File: src/rtl/uart_rx_if.sv
// uart_rx_if
// Connection bundle between the UART receiver and the peripheral block
// that consumes its bytes.
//
// Signals:
//   rxd        raw serial line from the PC (idle high, asynchronous to clk)
//   rx_enable  receive enable; low blocks detection of new frames
//   rx_data    last correctly received byte
//   rx_status  level, a new byte is valid in rx_data
//   frame_err  level, the last frame was rejected
//   busy       high while a frame is being received
//
// Modports:
//   master  the receiver side: takes the line and enable, drives the results
//   slave   the consumer side: drives the line and enable, reads the results
interface uart_rx_if;
    logic       rxd;
    logic       rx_enable;
    logic [7:0] rx_data;
    logic       rx_status;
    logic       frame_err;
    logic       busy;

    modport master (
        input  rxd,
        input  rx_enable,
        output rx_data,
        output rx_status,
        output frame_err,
        output busy
    );

    modport slave (
        output rxd,
        output rx_enable,
        input  rx_data,
        input  rx_status,
        input  frame_err,
        input  busy
    );
endinterface

File: src/rtl/uart_rx.sv
// uart_rx
// 8N1 UART receiver with 16x oversampling and 3-sample majority voting.
// Converts the asynchronous rxd line into bytes presented as rx_data plus a
// level-type rx_status flag that the consumer edge-detects. Stop-bit errors
// (and parity errors when parity is compiled in) raise frame_err.
//
// Parameters:
//   CLK_HZ  frequency of clk in Hz
//   BAUD    line bit rate; CLK_HZ/(BAUD*16) must be at least 2
//
// Ports:
//   clk    system clock
//   reset  asynchronous, active-low reset
//   bus    uart_rx_if.master: rxd, rx_enable in; rx_data, rx_status,
//          frame_err, busy out
//
// Build option:
//   UART_RX_PARITY_EN  when defined, an even parity bit follows the data bits
module uart_rx #(
    parameter int CLK_HZ = 100_000_000,
    parameter int BAUD   = 9600
) (
    input  logic       clk,
    input  logic       reset,
    uart_rx_if.master  bus
);

    localparam int DIV = CLK_HZ / (BAUD * 16);
    localparam int CW  = (DIV > 1) ? $clog2(DIV) : 1;
    localparam logic [CW-1:0] TICK_LAST = CW'(DIV - 1);

    typedef enum logic [2:0] {
        IDLE    = 3'd0,
        START   = 3'd1,
        DATA    = 3'd2,
`ifdef UART_RX_PARITY_EN
        PARITY  = 3'd3,
`endif
        STOP    = 3'd4,
        WAIT_HI = 3'd5
    } state_t;

    state_t          state, state_n;
    logic            sync1, rxs, rxs_d;
    logic [CW-1:0]   tick_cnt;
    logic [3:0]      ph;
    logic            samp0, samp1;
    logic [7:0]      shreg, shreg_n;
    logic [3:0]      bi, bi_n;
    logic [7:0]      data_q, data_n;
    logic            status_q, status_n;
    logic            ferr_q, ferr_n;
    logic            start_edge, tick, decide, maj, perr;
`ifdef UART_RX_PARITY_EN
    logic            par_q, par_n;
`endif

    assign start_edge = (state == IDLE) && bus.rx_enable && rxs_d && !rxs;
    assign tick       = (tick_cnt == TICK_LAST);
    assign decide     = tick && (ph == 4'd9);
    // Third vote is the live sample taken on the ph=9 tick itself.
    assign maj        = (samp0 & samp1) | (samp0 & rxs) | (samp1 & rxs);

`ifdef UART_RX_PARITY_EN
    // Even parity: data bits plus parity bit must contain an even count of ones.
    assign perr = ^{shreg, par_q};
`else
    assign perr = 1'b0;
`endif

    // Two-flop synchronizer plus an edge register; all reset to the idle level
    // so that releasing reset never looks like a start edge.
    always_ff @(posedge clk or negedge reset) begin
        if (!reset) begin
            sync1 <= 1'b1;
            rxs   <= 1'b1;
            rxs_d <= 1'b1;
        end else begin
            sync1 <= bus.rxd;
            rxs   <= sync1;
            rxs_d <= rxs;
        end
    end

    // Oversample tick and bit phase; both restart on the start edge so every
    // later sample point is a fixed number of clocks from that edge.
    always_ff @(posedge clk or negedge reset) begin
        if (!reset) begin
            tick_cnt <= '0;
            ph       <= 4'd0;
        end else if (start_edge) begin
            tick_cnt <= '0;
            ph       <= 4'd0;
        end else if (tick) begin
            tick_cnt <= '0;
            ph       <= ph + 4'd1;
        end else begin
            tick_cnt <= tick_cnt + 1'b1;
        end
    end

    // First two majority votes, taken mid-bit at phases 7 and 8.
    always_ff @(posedge clk or negedge reset) begin
        if (!reset) begin
            samp0 <= 1'b1;
            samp1 <= 1'b1;
        end else if (tick) begin
            if (ph == 4'd7) samp0 <= rxs;
            if (ph == 4'd8) samp1 <= rxs;
        end
    end

    // FSM state and datapath registers.
    always_ff @(posedge clk or negedge reset) begin
        if (!reset) begin
            state    <= IDLE;
            shreg    <= 8'h00;
            bi       <= 4'd0;
            data_q   <= 8'h00;
            status_q <= 1'b0;
            ferr_q   <= 1'b0;
`ifdef UART_RX_PARITY_EN
            par_q    <= 1'b0;
`endif
        end else begin
            state    <= state_n;
            shreg    <= shreg_n;
            bi       <= bi_n;
            data_q   <= data_n;
            status_q <= status_n;
            ferr_q   <= ferr_n;
`ifdef UART_RX_PARITY_EN
            par_q    <= par_n;
`endif
        end
    end

    // Next-state and next-output logic; every decision happens on the ph=9
    // tick of the current bit, except leaving WAIT_HI which follows the line.
    always_comb begin
        state_n  = state;
        shreg_n  = shreg;
        bi_n     = bi;
        data_n   = data_q;
        status_n = status_q;
        ferr_n   = ferr_q;
`ifdef UART_RX_PARITY_EN
        par_n    = par_q;
`endif
        case (state)
            IDLE: begin
                if (start_edge) begin
                    state_n = START;
                    bi_n    = 4'd0;
                end
            end
            START: begin
                if (decide) begin
                    if (maj) begin
                        state_n = IDLE;
                    end else begin
                        state_n  = DATA;
                        status_n = 1'b0;
                        ferr_n   = 1'b0;
                        bi_n     = 4'd1;
                    end
                end
            end
            DATA: begin
                if (decide) begin
                    shreg_n = {maj, shreg[7:1]};
                    bi_n    = bi + 4'd1;
                    if (bi == 4'd8) begin
`ifdef UART_RX_PARITY_EN
                        state_n = PARITY;
`else
                        state_n = STOP;
`endif
                    end
                end
            end
`ifdef UART_RX_PARITY_EN
            PARITY: begin
                if (decide) begin
                    par_n   = maj;
                    bi_n    = bi + 4'd1;
                    state_n = STOP;
                end
            end
`endif
            STOP: begin
                if (decide) begin
                    if (maj && !perr) begin
                        data_n   = shreg;
                        status_n = 1'b1;
                        state_n  = IDLE;
                    end else begin
                        ferr_n  = 1'b1;
                        state_n = maj ? IDLE : WAIT_HI;
                    end
                end
            end
            WAIT_HI: begin
                if (rxs) state_n = IDLE;
            end
            default: state_n = IDLE;
        endcase
    end

    assign bus.rx_data   = data_q;
    assign bus.rx_status = status_q;
    assign bus.frame_err = ferr_q;
    assign bus.busy      = (state != IDLE);

endmodule

File: src/flat_wrapper.sv
// flat-port wrapper written by rule: the top's interface ports become plain ports
module uart_rx_flat 
#(
    parameter int CLK_HZ = 100_000_000,
    parameter int BAUD   = 9600
)
  (clk, reset, bus_rxd, bus_rx_enable, bus_rx_data, bus_rx_status, bus_frame_err, bus_busy);
  uart_rx_if bus_i ();
  input  logic clk;
  input  logic reset;
  input wire logic [$bits(bus_i.rxd)-1:0] bus_rxd;
  input wire logic [$bits(bus_i.rx_enable)-1:0] bus_rx_enable;
  output wire logic [$bits(bus_i.rx_data)-1:0] bus_rx_data;
  output wire logic [$bits(bus_i.rx_status)-1:0] bus_rx_status;
  output wire logic [$bits(bus_i.frame_err)-1:0] bus_frame_err;
  output wire logic [$bits(bus_i.busy)-1:0] bus_busy;
  assign bus_i.rxd = bus_rxd;
  assign bus_i.rx_enable = bus_rx_enable;
  assign bus_rx_data = bus_i.rx_data;
  assign bus_rx_status = bus_i.rx_status;
  assign bus_frame_err = bus_i.frame_err;
  assign bus_busy = bus_i.busy;
  uart_rx #(.CLK_HZ(CLK_HZ), .BAUD(BAUD)) u_core (.clk(clk), .reset(reset), .bus(bus_i));
endmodule
File: config.mk
export PLATFORM = sky130hd
export DESIGN_NAME = uart_rx_flat
export DESIGN_NICKNAME = d
export VERILOG_FILES = /design/src/rtl/uart_rx_if.sv /design/src/rtl/uart_rx.sv /design/src/flat_wrapper.sv
export SDC_FILE = /design/constraint.sdc
export NUM_CORES = 1
export LEC_CHECK = 0
export ABC_AREA = 1
export BUFFER_PORTS_ARGS = -buffer_cell sky130_fd_sc_hd__buf_2
export CELL_PAD_IN_SITES_DETAIL_PLACEMENT = 1
export CELL_PAD_IN_SITES_GLOBAL_PLACEMENT = 1
export CORE_ASPECT_RATIO = 0.5
export CORE_UTILIZATION = 42
export DETAILED_ROUTE_END_ITERATION = 7
export GPL_ROUTABILITY_DRIVEN = 0
export GPL_TIMING_DRIVEN = 0
export PLACE_DENSITY_LB_ADDON = 0.1
export SLEW_MARGIN = 5
export SYNTH_ARGS = -nofsm -noshare
export SYNTH_HDL_FRONTEND = slang
export SYNTH_SLANG_ARGS = --single-unit
File: constraint.sdc
create_clock -name clk -period 3.6 [get_ports clk]
set_clock_uncertainty 0.05 [all_clocks]
set_input_delay 0.72 -clock clk [delete_from_list [all_inputs] [get_ports clk]]
set_output_delay 0.72 -clock clk [all_outputs]
set_load 0.05 [all_outputs]
==> flow_metrics.py, run 1 <==
metrics = {
    "status": {
        "outcome": "complete, no violations",
    },
    "worst_hold_path": {
        "hold_start": "u_core.sync1",
        "hold_path.class": "flip-flop to flip-flop",
        "whs_path_depth": 0,
        "hold-path-endpoint": "u_core.rxs",
    },
    "global_route": {
        "grt_pass1_vias": 1674,
        "grt_antenna_before_repair": 0,
        "grt_first_pass_wirelength_um": 7941,
        "use_met2": 0.3212,
        "grt-busiest-layer": "met2",
        "grt.met3_usage": 0.04803,
        "grt_use_total": 0.1873,
        "met1_usage": 0.2412,
        "grt_overflow": 0,
        "grt_max_degree": 45,
    },
    "yosys": {
        "yosysTopAreaCell": "dfrtp_1",
        "netlist.area_leader.share": 0.4419,
        "syn_area_mm2": 0.002208,
        "syn-num-nets": 256,
        "synth.avg_cell_area_um2": 9.014,
        "seq_area_frac_synth": 0.5014,
        "ys_ff_latch": 44,
        "yosys_warnings": 0,
        "synth_area_leaders": "dfrtp_1 (44%), nand2_1 (8.7%), dfstp_2 (5.9%)",
        "ys_types": 29,
        "syn_inst": 245,
    },
    "cts": {
        "cts_made_buffers": 5,
        "post-cts-setup-buffer-count": 0,
        "clock_path_buffers": 2,
        "cts.sinks": 44,
        "cts_tree": "yes",
        "clk_latency_ns": 0.30,
        "htree_num_levels": 2,
        "ctsResizeCount": 0,
        "root_buffer": "clkbuf_8",
        "clk_pin_slew_worst_paths_ns": 0.08,
        "hold_buffers": 0,
    },
    "power": {
        "p_leak_nw": 1.204,
        "power_switching_w": 0.0005647,
        "ir_worst_vdd_uv": 222.6,
        "swShare": 0.3799,
        "power_density_mw_per_mm2": 600.8,
        "seqPwrFrac": 0.432,
        "p_comb_frac": 0.313,
        "p_int_w": 0.0009216,
        "clkPwrFrac": 0.255,
    },
    "place": {
        "io_buffers": 14,
        "dp_slack_ns": 1.693,
        "dp.final_hpwl_um": 3311,
    },
    "cells_and_area": {
        "drive_above_1_share": 0.2285,
        "areaGrowthSynthToFinish_pct": 12.01,
        "num_antenna_cells": 0,
        "fin_nets": 277,
        "fillers": 603,
        "multiInputGateArea_um2": 950.9,
        "layout.area.seq_mm2": 0.001107,
    },
    "sta": {
        "setup_viol": 0,
        "finalHoldViolCount": 0,
        "timing.slew.headroom": 0.3504,
        "grt_setup_unrepaired": "false",
        "worstMarginPinSlew_ns": 0.9745,
        "slew_viol_final": 0,
        "period_minus_slack_ns": 2.018,
        "period_share": 0.5605,
        "fin_setup_tns_ns": 0,
        "worst_slack_ns": 1.582,
        "max_freq_ghz": 0.4956,
    },
    "critical_path": {
        "path_class": "flip-flop to output pin",
        "worstSetupEndpointType": "output pin",
        "arrival_ns": 1.25,
        "start_kind": "flip-flop",
        "rr_startpoint": "u_core.tick_cnt[0]",
        "cp_max_fo": 5,
        "r2r_end": "u_core.state[2]",
        "reg2regPathDepth": 9,
        "reg2reg_setup_slack_ns": 1.81,
        "cp.required_ns": 2.83,
    },
    "die": {
        "die-area_mm2": 0.005570,
        "die_y_um": 53.28,
        "start_util": 0.4417,
        "coreArea_mm2": 0.005000,
        "num_io_pins": 15,
        "rows": 18,
        "die_w_um": 104.5,
    },
    "routing": {
        "via_count": 1632,
        "routedWlPerCell_um": 13.50,
        "viasPerCell": 4.843,
        "dr.pass1.iters": 4,
        "initialDrtViolationCount": 59,
        "wl_um": 4550,
        "drcViolationCount": 0,
        "drtAntennaViolNets": 0,
    },
    "run": {
        "cap_violations": 0,
    },
}
==> power groups by stage <==
stage / combinational [W] / sequential [W] / clock (W)
6_report: 0.000465 / 0.000642 / 0.000380
5_1_grt: 0.000524 / 0.000652 / 0.000417
4_1_cts: 0.000474 / 0.000642 / 0.000390
3_5_place_dp: 0.000470 / 0.000650 / 0
3_3_place_gp: 0.000445 / 0.000644 / 0
2_1_floorplan: 0.000372 / 0.000632 / 0
==> logic make-up after synthesis <==
family | share of synthesized area
buffers and inverters | 0.06799
AOI/OAI and AO/OA | 0.09008
and+or+nand+nor | 0.2810
DFF | 0.5014
xor gates and xnor gates | 0.01983
adders and majority gates | 0.03966
==> metrics by stage <==
step,power [W],instances,instance area (um^2),hold slack [ns],util
6_report,0.001486,337,2474,0.3096,0.4947
5_1_grt,0.001592,337,2474,0.3179,0.4947
4_1_cts,0.001506,337,2474,0.3123,0.4947
3_5_place_dp,0.001119,329,2366,0.2997,0.4732
3_3_place_gp,0.001089,329,2366,0.2970,0.4732
2_1_floorplan,0.001004,245,2208,0.2952,-
==> metal layers <==
metal	part of all wire	routed length, um
met1	0.50	2293
met5	0	0
met2	0.46	2106
met3	0.025	116
met4	0.0075	34
==> synth_stat cells (all sizes together) <==
library cell and number:
nor2 25, o21ai 25, buf 2, a21oi 8, ha 7, nand2 60, dfstp 5, dfrtp 39
nand4 2, inv 32, nor3 4, nand3 24, clkinv 1, nor3b 6, xnor2 2, xor2 3
==> sequential cells by signal, indices dropped and copies added, names as in the netlist <==
register,count
u_core.sync1,1
u_core.rxs_d,1
u_core.bus.rx_status,1
u_core.rxs,1
u_core.state,3
u_core.samp0,1
u_core.shreg,8
u_core.samp1,1
u_core.bi,4
u_core.ph,4
u_core.tick_cnt,10
u_core.bus.rx_data,8
u_core.bus.frame_err,1
==> worst max-delay path by stage <==
stage | from | to | slack (ns) | cells after the start
2_1_floorplan | bus_rx_enable | u_core.bi[0] | 1.98 | 7
3_3_place_gp | bus_rx_enable | u_core.bi[3] | 1.73 | 8
3_5_place_dp | bus_rx_enable | u_core.state[2] | 1.69 | 8
4_1_cts | u_core.state[1] | bus_busy | 1.56 | 3
5_1_grt | u_core.state[2] | bus_busy | 1.52 | 3
6_report | u_core.state[1] | bus_busy | 1.58 | 3
==> layout make-up <==
cell class	count	area share
Sequential cell	44	0.4476
Multi-Input combinational cell	166	0.3844
Inverter	33	0.05159
Tap cell	70	0.03541
Clock buffer	6	0.02934
Timing Repair Buffer	14	0.02833
Clock inverter	2	0.01416
Buffer	2	0.009105
==> worst max-delay path, stage by stage (launching register included) <==
cell	delay, ns
dfrtp_1	0.46
nor2_4	0.18
nand2_4	0.09
buf_2	0.22
==> layout by cell type, fill, tap and decap left out, types with 2 or more instances in the layout <==
cell type   n
a21oi_1     5
a21oi_2     2
buf_2      14
buf_6       2
clkbuf_8    5
clkinv_2    2
dfrtp_1    39
dfstp_2     5
ha_1        7
inv_1      25
inv_2       6
nand2_1    51
nand2_2     6
nand2_4     3
nand3_1    23
nor2_1     18
nor2_2      3
nor2_4      3
nor3_1      4
nor3b_1     6
o21ai_0     9
o21ai_1    12
o21ai_2     4
xnor2_1     2
xor2_1      3
No activity file was read; power rests on OpenSTA's default activity.
==> run 2: changes to the inputs <==
==> constraint.sdc (replaced) <==
create_clock -name clk -period 1.9 [get_ports clk]
set_clock_uncertainty 0.05 [all_clocks]
set_input_delay 0.38 -clock clk [delete_from_list [all_inputs] [get_ports clk]]
set_output_delay 0.38 -clock clk [all_outputs]
set_load 0.05 [all_outputs]
==> run 2 against run 1 <==
Final area increased by 0.71%. Largest cell class unchanged. Count of clock-buffer cells in the layout unchanged. First-iteration DRC count decreased by 8.5%. Flip-flop and latch count unchanged. Global-route usage unchanged. Hold slack got worse by 0.19 ns. Power increased by 93%. Die area unchanged. Via count increased by 0.18%. Highest routed layer unchanged.
==> flow_metrics.py, run 2 (synthesis gave the netlist of run 1 again) <==
metrics = {
    "critical_path": {
        "cp.required_ns": 2.09,
        "path_class": "flip-flop to flip-flop",
        "reg2regPathDepth": 9,
        "start_kind": "flip-flop",
        "r2r_end": "u_core.bi[2]",
        "worstSetupEndpointType": "flip-flop",
        "arrival_ns": 1.97,
        "cp_cell_sequence": "inv_1, ha_1, nand2_1, nor2_2, nand4_4, a21oi_4, buf_4, nand3_1, nand2_1",
        "rr_startpoint": "u_core.tick_cnt[0]",
        "critPathMaxStageDelay_ns": 0.41,
        "cpLargestDelayFamily": "simple AND/OR/NAND/NOR gates",
        "reg2reg_setup_slack_ns": 0.12,
        "crit_top_cell": "nand2_1",
        "path_buf_inv": 2,
        "critPathSlowestCell": "dfrtp_1",
        "cp_max_fo": 7,
    },
    "sta": {
        "setup_viol": 0,
        "timing.slew.headroom": 0.3445,
        "slew_viol_final": 0,
        "period_share": 0.9388,
        "max_freq_ghz": 0.5606,
        "worstMarginPinSlew_ns": 0.9832,
        "period_minus_slack_ns": 1.784,
        "finalHoldViolCount": 0,
        "grt_setup_unrepaired": "true",
        "worst_slack_ns": 0.1162,
    },
    "cts": {
        "htree_num_levels": 2,
        "clock_path_buffers": 2,
        "cts_made_buffers": 5,
        "clk_pin_slew_worst_paths_ns": 0.08,
        "root_buffer": "clkbuf_8",
        "cts_tree": "yes",
        "cts.sinks": 44,
        "clk_latency_ns": 0.30,
    },
    "global_route": {
        "grt_pass1_vias": 1674,
        "grt_antenna_before_repair": 0,
        "grt_use_total": 0.1873,
        "grt_max_degree": 45,
        "grt_overflow": 0,
        "grt_first_pass_wirelength_um": 7941,
    },
    "place": {
        "io_buffers": 14,
        "dp_slack_ns": 0.1034,
        "placed_area_mm2": 0.002366,
        "dp.final_hpwl_um": 3311,
    },
    "routing": {
        "routedWlPerCell_um": 13.56,
        "drtAntennaViolNets": 0,
        "via_count": 1635,
        "drcViolationCount": 0,
        "wl_um": 4598,
        "viasPerCell": 4.823,
        "dr.pass1.iters": 4,
        "initialDrtViolationCount": 54,
    },
    "cells_and_area": {
        "fin_nets": 279,
        "drive_above_1_share": 0.2379,
        "final_cell_mix": "nand2_1 (51), dfrtp_1 (39), inv_1 (25)",
        "post-route-util": 0.4982,
        "areaGrowthSynthToFinish_pct": 12.80,
        "largest_register": "u_core.tick_cnt",
        "largest_reg_flops": 10,
        "final_common_cell": "nand2_1",
        "postLayoutCellArea_mm2": 0.002491,
        "num_antenna_cells": 0,
    },
    "power": {
        "p_total_w": 0.002862,
        "seqPwrFrac": 0.425,
        "power_density_mw_per_mm2": 1149,
        "p_comb_frac": 0.324,
        "power_switching_w": 0.001080,
        "p_leak_nw": 1.213,
        "p_int_w": 0.001782,
        "clkPwrFrac": 0.251,
        "ir_worst_vdd_uv": 422.6,
        "swShare": 0.3774,
    },
    "die": {
        "die_w_um": 104.5,
        "start_util": 0.4417,
        "die-area_mm2": 0.005570,
        "rows": 18,
        "die_y_um": 53.28,
        "num_io_pins": 15,
        "coreArea_mm2": 0.005000,
    },
    "worst_hold_path": {
        "whs_path_depth": 1,
        "hold_start": "bus_rxd",
        "hold_path.class": "input pin to flip-flop",
        "hold-path-endpoint": "u_core.sync1",
    },
    "run": {
        "cap_violations": 0,
    },
    "status": {
        "outcome": "complete, no violations",
    },
}
[run 2: cell types whose count changed in the layout (fill, tap and decap cells not counted), sizes merged]
| cell | delta |
|---|---|
| buf | +2 |
[run 2: worst max path at each step]
| stage | start | end | depth (start not counted) |
|---|---|---|---|
| floorplan | u_core.tick_cnt[0] | u_core.bus.rx_data[6] | 10 |
| global placement | u_core.tick_cnt[0] | u_core.bi[3] | 9 |
| detailed placement | u_core.tick_cnt[0] | u_core.state[2] | 9 |
| CTS | u_core.tick_cnt[0] | u_core.state[2] | 9 |
| global route | u_core.tick_cnt[0] | u_core.bi[1] | 9 |
| finish | u_core.tick_cnt[0] | u_core.bi[2] | 9 |
[run 2: final cells by class]
| cell class | count | area [um^2] |
|---|---|---|
| clock inverter | 2 | 35.03 |
| timing repair buffer | 16 | 85.08 |
| multi-input combinational | 166 | 953.4 |
| inverter | 33 | 127.6 |
| clock buffer | 6 | 72.57 |
| buffer | 2 | 22.52 |
| sequential | 44 | 1107 |
| tap | 70 | 87.58 |
| fill | 603 | 2509 |
[run 2: per-layer routing]
layer  wire (um)  share of wire  track usage  up-vias
met1        2292           0.50       0.2412      796
li1            -              -            -      824
met5           0              0            0        -
met4          34         0.0074      0.04286        0
met3         113          0.025      0.04803        4
met2        2158           0.47       0.3212       11
[run 2: worst reg2reg max path, cell delays in order (launching register included)]
cell and delay [ns]:
dfrtp_1 0.41, inv_1 0.07, ha_1 0.14, nand2_1 0.06
nor2_2 0.17, nand4_4 0.21, a21oi_4 0.31, buf_4 0.17
nand3_1 0.06, nand2_1 0.07
[run 2: per-stage QoR]
stage          hold slack [ns]  std cells  setup TNS (ns)
6_report                0.1235        339               0
5_1_grt                 0.1024        339        -0.08130
4_1_cts                 0.1146        337               0
3_5_place_dp            0.2997        329               0
3_3_place_gp            0.2970        329               0
2_1_floorplan          0.03441        245               0
[run 2: timing repair]
action | CTS | global route
gates resized for setup | 0 | 1
setup endpoints to repair | 0 | 7
hold buffers | 0 | 0
setup buffers | 0 | 2
[run 2: power by group through the flow]
stage                     combinational (W)  clock (W)  sequential [W]
after floorplan                    0.000705          0         0.00120
after global placement             0.000843          0         0.00122
after detailed placement           0.000890          0         0.00123
after CTS                          0.000899   0.000739         0.00122
after global routing                0.00105   0.000790         0.00123
final                              0.000929   0.000718         0.00122
==> run 3: changes to the inputs <==
--- a/config.mk
+++ b/config.mk
@@ -10,7 +10,7 @@
 export CELL_PAD_IN_SITES_DETAIL_PLACEMENT = 1
 export CELL_PAD_IN_SITES_GLOBAL_PLACEMENT = 1
 export CORE_ASPECT_RATIO = 0.5
-export CORE_UTILIZATION = 42
+export CORE_UTILIZATION = 45
 export DETAILED_ROUTE_END_ITERATION = 7
 export GPL_ROUTABILITY_DRIVEN = 0
 export GPL_TIMING_DRIVEN = 0
==> run 3 against run 2 <==
Non-clock buffer count unchanged. Global-route usage up 2.0 points. Maximum frequency down 0.85%. Largest power group unchanged.
==> flow_metrics.py, run 3 (synthesis gave the netlist of run 1 again) <==
metrics = {
    "critical_path": {
        "start_kind": "flip-flop",
        "cp.required_ns": 2.04,
        "reg2regPathDepth": 10,
        "critPathMaxStageDelay_ns": 0.42,
        "crit_end": "u_core.bus.rx_data[6]",
        "cp.depth": 10,
        "cp_cell_sequence": "inv_1, ha_1, nand2_1, nor2_4, nand4_4, inv_4, nand2_4, buf_6, nand2_1, o21ai_2",
        "cp_max_fo": 10,
        "path_buf_inv": 3,
        "worstSetupEndpointType": "flip-flop",
        "r2r_end": "u_core.bus.rx_data[6]",
        "cpLargestDelayFamily": "simple AND/OR/NAND/NOR gates",
        "rr_startpoint": "u_core.tick_cnt[0]",
        "crit_top_cell": "nand2_1",
        "critPathSlowestCell": "dfrtp_1",
        "reg2reg_setup_slack_ns": 0.10,
        "worstSetupStartpoint": "u_core.tick_cnt[0]",
        "arrival_ns": 1.94,
        "path_class": "flip-flop to flip-flop",
    },
    "global_route": {
        "met1_usage": 0.2632,
        "grt_pass1_vias": 1681,
        "grt_first_pass_wirelength_um": 8010,
        "grt_overflow": 0,
        "grt_use_total": 0.2069,
        "grt-busiest-layer": "met2",
        "use_met2": 0.3560,
        "grt_max_degree": 45,
        "grt.met3_usage": 0.05376,
        "grt_antenna_before_repair": 0,
    },
    "cells_and_area": {
        "final_common_cell": "nand2_1",
        "post-route-util": 0.5564,
        "largest_register": "u_core.tick_cnt",
        "fin_nets": 280,
        "finalNonFillerCells": 336,
        "fillers": 554,
        "num_antenna_cells": 0,
        "areaGrowthSynthToFinish_pct": 14.67,
        "final_cell_mix": "nand2_1 (51), dfrtp_1 (39), inv_1 (24)",
        "largest_reg_flops": 10,
        "drive_above_1_share": 0.2444,
    },
    "cts": {
        "cts.sinks": 44,
        "root_buffer": "clkbuf_8",
        "htree_num_levels": 2,
        "clk_latency_ns": 0.30,
        "cts_made_buffers": 5,
        "cts_tree": "yes",
        "clk_pin_slew_worst_paths_ns": 0.08,
        "clock_path_buffers": 2,
    },
    "power": {
        "power_switching_w": 0.001112,
        "power_density_mw_per_mm2": 1177,
        "swShare": 0.3731,
        "p_total_w": 0.002980,
        "p_int_w": 0.001868,
        "ir_worst_vdd_uv": 444.9,
        "seqPwrFrac": 0.409,
        "p_leak_nw": 1.229,
        "p_comb_frac": 0.325,
        "clkPwrFrac": 0.266,
    },
    "die": {
        "coreArea_mm2": 0.004552,
        "rows": 17,
        "start_util": 0.4852,
        "die-area_mm2": 0.005209,
        "die_w_um": 101.1,
        "num_io_pins": 15,
        "die_y_um": 51.54,
    },
    "sta": {
        "slew_viol_final": 0,
        "worstMarginPinSlew_ns": 0.9898,
        "max_freq_ghz": 0.5559,
        "period_share": 0.9468,
        "timing.slew.headroom": 0.3402,
        "grt_setup_unrepaired": "false",
        "period_minus_slack_ns": 1.799,
        "setup_viol": 0,
        "finalHoldViolCount": 0,
        "fin_setup_tns_ns": 0,
    },
    "routing": {
        "viasPerCell": 4.967,
        "dr.pass1.iters": 4,
        "drtAntennaViolNets": 0,
        "routedWlPerCell_um": 14.47,
        "wl_um": 4861,
        "initialDrtViolationCount": 64,
        "via_count": 1669,
        "drcViolationCount": 0,
    },
    "status": {
        "outcome": "complete, no violations",
    },
    "place": {
        "post-place-cells": 325,
        "dp.final_hpwl_um": 3343,
        "io_buffers": 14,
    },
    "worst_hold_path": {
        "hold_path.class": "input pin to flip-flop",
    },
    "run": {
        "cap_violations": 0,
    },
}
[run 3: routing by layer]
layer / share of wire / up-vias
li1: - / 837
met1: 0.47 / 806
met2: 0.48 / 17
met3: 0.027 / 9
met4: 0.015 / 0
met5: 0 / -
[run 3: area by class of cell]
type                    instances  area (um^2)  area share
inverters                      33        128.9     0.05089
flip-flops and latches         44         1107      0.4373
clock buffers                   7        96.34     0.03804
plain buffers                   2        22.52    0.008893
repair buffers                 16        85.08     0.03360
clock inverters                 1        30.03     0.01186
well taps                      66        82.58     0.03261
multi-input cells             167        979.7      0.3869
[run 3: per-stage QoR]
stage	hold WS [ns]	setup slack [ns]	area [um^2]
3_3_place_gp	0.3071	0.1503	2361
5_1_grt	0.1093	0.007576	2532
2_1_floorplan	0.03441	0.3504	2208
4_1_cts	0.1175	0.08030	2487
3_5_place_dp	0.3067	0.1140	2361
6_report	0.1269	0.1010	2532
[run 3: worst min path at each step]
stage,from,end,cells past startpoint
final,bus_rxd,u_core.sync1,1
after global routing,bus_rxd,u_core.sync1,1
after CTS,bus_rxd,u_core.sync1,1
after detailed placement,u_core.sync1,u_core.rxs,0
after global placement,u_core.sync1,u_core.rxs,0
after floorplan,reset,u_core.bi[0],0
[run 3: timing repair]
action                     4_1_cts  5_1_grt
hold buffers                     0        0
buffers inserted                 0        2
setup endpoints to repair        0        7
gates resized for setup          0        5
[run 3: power by group through the flow]
stage | clock [W] | sequential [W] | combinational [W]
finish | 0.000793 | 0.00122 | 0.000969
global route | 0.000852 | 0.00123 | 0.00108
CTS | 0.000817 | 0.00122 | 0.000891
detailed placement | 0 | 0.00123 | 0.000877
global placement | 0 | 0.00122 | 0.000841
floorplan | 0 | 0.00120 | 0.000705
